## src/rtl/seq_multiplier_4x4.sv

```systemverilog
// rtl/seq_multiplier_4x4.sv - 4x4 unsigned shift-and-add sequential multiplier
// Loads A/B on start, iterates four times, then publishes the 8-bit product.
module seq_multiplier_4x4 (
  input  logic clk,
  input  logic rst,
  input  logic start,
  input  logic A3,
  input  logic A2,
  input  logic A1,
  input  logic A0,
  input  logic B3,
  input  logic B2,
  input  logic B1,
  input  logic B0,
  output logic out7,
  output logic out6,
  output logic out5,
  output logic out4,
  output logic out3,
  output logic out2,
  output logic out1,
  output logic out0
);

  typedef enum logic [1:0] {IDLE, CALC, DONE} state_t;

  state_t      state;
  state_t      state_nxt;
  logic [3:0]  a;
  logic [3:0]  b;
  logic [3:0]  m;
  logic [3:0]  q;
  logic [4:0]  p;
  logic [1:0]  cnt;
  logic [7:0]  r;
  logic [4:0]  sum;

  assign a = {A3, A2, A1, A0};
  assign b = {B3, B2, B1, B0};
  assign {out7, out6, out5, out4, out3, out2, out1, out0} = r;

  // Partial sum for this iteration; carry lands in sum[4] and is shifted into P[3].
  assign sum = q[0] ? (p + {1'b0, m}) : p;

  always_ff @(posedge clk or posedge rst) begin
    if (rst) begin
      state <= IDLE;
    end else begin
      state <= state_nxt;
    end
  end

  always_comb begin
    state_nxt = state;
    case (state)
      IDLE:    if (start) state_nxt = CALC;
      CALC:    if (cnt == 2'd3) state_nxt = DONE;
      DONE:    state_nxt = IDLE;
      default: state_nxt = IDLE;
    endcase
  end

  always_ff @(posedge clk or posedge rst) begin
    if (rst) begin
      m   <= '0;
      q   <= '0;
      p   <= '0;
      cnt <= '0;
      r   <= '0;
    end else begin
      case (state)
        IDLE: begin
          if (start) begin
            m   <= a;
            q   <= b;
            p   <= '0;
            cnt <= '0;
          end
        end
        CALC: begin
          p   <= {1'b0, sum[4:1]};
          q   <= {sum[0], q[3:1]};
          cnt <= cnt + 2'd1;
        end
        DONE: begin
          r <= {p[3:0], q};
        end
        default: begin
        end
      endcase
    end
  end

endmodule

```

## config.mk

```make
export PLATFORM = sky130hd
export DESIGN_NAME = seq_multiplier_4x4
export DESIGN_NICKNAME = d
export VERILOG_FILES = /design/src/rtl/seq_multiplier_4x4.sv
export SDC_FILE = /design/constraint.sdc
export NUM_CORES = 1
export LEC_CHECK = 0
export CAP_MARGIN = 20
export CELL_PAD_IN_SITES_DETAIL_PLACEMENT = 1
export CELL_PAD_IN_SITES_GLOBAL_PLACEMENT = 2
export CORE_ASPECT_RATIO = 1.75
export CORE_UTILIZATION = 41
export DETAILED_ROUTE_END_ITERATION = 8
export DONT_BUFFER_PORTS = 1
export PLACE_DENSITY_LB_ADDON = 0.05
export SYNTH_ARGS = -nofsm -noshare
export SYNTH_HDL_FRONTEND = slang
export SYNTH_SLANG_ARGS = --single-unit
```

## constraint.sdc

```tcl
create_clock -name clk -period 3.2 [get_ports clk]
set_clock_uncertainty 0.15 [all_clocks]
set_input_delay 0.96 -clock clk [delete_from_list [all_inputs] [get_ports clk]]
set_output_delay 0.96 -clock clk [all_outputs]
set_load 0.1 [all_outputs]
```

## Yosys cells after proc, flatten, opt, wreduce, memory -nomap -nowiden

Index checks and enable logic that the tools add are counted.

| word-level totals | value |
|---|---|
| output and inout port bits | 8 |
| bits in registers | 25 |
| input port bits | 11 |

| cells by class | value |
|---|---|
| add/sub/neg operators | 2 |
| reduce and logical (&&, ||, !) cells | 5 |
| muxes and demuxes | 10 |
| equal/unequal tests | 5 |

Operators with widths:

| operator | number |
|---|---|
| 5-bit two-way mux | 2 |
| 5-bit case mux with 2 select lines | 1 |
| 2-bit case mux with 2 select lines | 2 |
| 4-bit case mux with 2 select lines | 1 |
| 2-bit two-way mux | 3 |
| 2-bit AND reduction | 3 |
| 5-bit by 4-bit adder with 5-bit output | 1 |
| 2-bit == test, second input constant | 2 |
| 4-bit two-way mux | 1 |
| 2-bit != test, second input constant | 2 |
| 2-bit by 1-bit adder with 2-bit output, second input constant | 1 |
| 2-bit by 1-bit == test with 1-bit output, second input constant | 1 |
| 2-bit zero test | 1 |
| 2-bit nonzero test | 1 |

## Logic depth before layout (Yosys ltp)

| logic depth | value |
|---|---|
| depth after elaboration | 3 |
| depth in mapped cells | 7 |
| mapped depth without buffers | 7 |

## Worst setup path after synthesis

OpenSTA, ideal clock, no wires.

| path | value |
|---|---|
| path kind | reg-to-output |
| start | register r[0] |
| end | output port out0 |
| stages on the path, launching flop included | 1 |
| path buffers | 0 |
| path slack | 1.193 ns |
| data arrival time | 0.897 ns |
| cell sequence | dfrtp_1 |

RTL lines:

| item | line | source |
|---|---|---|
| start, declared | 35 | `logic [7:0] r;` |
| start signal, assigned | 86 | `r <= {p[3:0], q};` |
| end, declared | 22 | `output logic out0` |

No word-level cell between the ends.

## Worst setup path in the final report

| path | value |
|---|---|
| start | register r[5] |
| end | output port out5 |

RTL lines:

| item | line | source |
|---|---|---|
| end, declared | 17 | `output logic out5,` |

No word-level cell between the ends.

==> metrics.cfg <==
[grt]
use_met2=0.299
grt_max_degree=25
top_usage_layer=met2
grt_pass1_wl_mm=3.87
grt_usage=0.167
antenna_found_initial=0
grt-ovfl-total=0
grt_pass1_vias=826
grt_use_met1=0.214
use_met3=0.0151

[cts]
cts.path.max_buffers=2
cts_tree=done
h-tree-depth=1
insertion_delay_ns=0.27
cts_root_buf=clkbuf_8
cts_setup_buffers=0
numCtsBuffers=3
clk_pin_slew_ns=0.08
hold_buffers=0
clkSinkCount=24
ctsResizeCount=0

[timing]
finalWorstSetupSlack_ns=0.887
worstMarginPinSlew_ns=0.897
finalCriticalPeriod_ns=2.31
period_share=0.723
hold_viol_final=0
rsz0062_at_grt=no
setup_viol=0
fin_setup_tns_ns=0
relSlewSlack=0.402
drv_slew=0
fmax_mhz=432

[yosys]
synth_cell_types=27
seq_area_frac_synth=0.530
synth_common_cells=dfrtp_1, nand2_1, o21ai_0, mux2_2
synth_warnings=0
synth_area_leader_cell=dfrtp_1
async_reset_ff_frac=1.00
synth_nets=129
syn_area_um2=1130
ys_ff_latch=24
synth-main-ff-cell=dfrtp_1
synth_top_cell_area_share=0.530
synth_edf_count=0
yosysMostFrequentCell=dfrtp_1
syn_area_per_cell_um2=10.1
synthTopCellsByArea=dfrtp_1, nand2_1, mux2_2
synthCells=112

[routing]
routed_wl_mm=2.13
route.detailed.drc=0
drt_iter0_drc=27
dr.pass1.iters=4
wl_per_cell_um=15.4
ant_nets=0
vias=818
vias_per_cell=5.93

[layout]
areaGrowthSynthToFinish_pct=7.18
diodes=0
postLayoutCoreUtil=0.475
fin_nets=130
drive_gt1_frac=0.107

[die]
start_util=0.444
die_w_um=41.7
ios=19
row_count=24
die_height_um=71.5
die-area_um2=2980
design.core.area_um2=2550

[setup_path]
cp.depth=0
required_ns=2.09
cp-start-kind=flop
cp_max_fo=2
crit_type=reg2out
arrival_ns=1.20
worst_setup_path_end_kind=primary output
worstRegToRegCells=7

[placed_design]
pre_cts_ws_ns=1.18
numPortBuffers=0
detailed_place_hpwl_mm=1.57
routabilityCongestion=0.778

[run_status]
status=complete, no violations

[worst_hold_path]
min_path_type=reg2reg
whs_path_depth=2

[flow_run]
maxCapViolations=0

[final cells by class]
| cell class | count | area (um^2) |
|---|---|---|
| flip-flops and latches | 24 | 601 |
| fillers | 290 | 1340 |
| well taps | 26 | 32.5 |
| multi-input cells | 78 | 483 |
| clock inverters | 1 | 30.0 |
| clock buffers | 3 | 41.3 |
| repair buffers | 1 | 7.51 |
| inverters | 5 | 18.8 |
[layer usage]
metal | wire length, um | vias to the layer above
met1 | 907 | 420
met5 | 0 | -
met4 | 23 | 0
met3 | 42 | 4
met2 | 1160 | 14
li1 | - | 380
[per-stage QoR]
| stage | cell area (um^2) | std cells | hold WS, ns |
|---|---|---|---|
| floorplan | 1130 | 112 | 0.302 |
| global placement | 1140 | 134 | 0.317 |
| detailed placement | 1140 | 134 | 0.320 |
| CTS | 1210 | 138 | 0.342 |
| global route | 1210 | 138 | 0.370 |
| finish | 1210 | 138 | 0.338 |
[worst paths after layout]
check / startpoint / end / slack, ns
min in group asynchronous: rst / r[0]$_DFFE_PP0N_ / 0.61
max reg2reg: p[0]$_DFFE_PP0P_ / p[3]$_DFFE_PP0P_ / 1.46
max in group asynchronous: rst / p[3]$_DFFE_PP0P_ / 1.75
min: m[3]$_DFFE_PP0P_ / m[3]$_DFFE_PP0P_ / 0.34
max: r[5]$_DFFE_PP0N_ / out5 / 0.89
min reg2reg: m[3]$_DFFE_PP0P_ / m[3]$_DFFE_PP0P_ / 0.34
[kinds of logic after synthesis]
| kind of cell | share of synthesized area |
|---|---|
| AND/OR/NAND/NOR | 0.183 |
| flip-flops | 0.530 |
| buffers and inverters | 0.0431 |
| adder cells (fa/ha/maj) | 0.0729 |
| multiplexers | 0.0597 |
| AO/OA/AOI/OAI | 0.110 |
[flip-flops by register name (all words and copies together) (netlist names)]
signal,flops
cnt,2
m,4
q,4
p,4
state,2
r,8
[layout by cell type, fill, tap and decap left out, types with 3 or more instances in the layout]
cell      Yosys  final
o21ai_0      11     11
mux2_2        6      6
nand3_1       5      5
a21oi_1       3      3
a31oi_1       3      3
clkbuf_8      0      3
nand2_1      23     23
ha_1          5      5
inv_1         5      5
nor2b_1       4      4
nor2_1        5      5
dfrtp_1      24     24
Power is not shown: default switching activity piles up to over one toggle a cycle in this logic, so the estimate is an artifact.
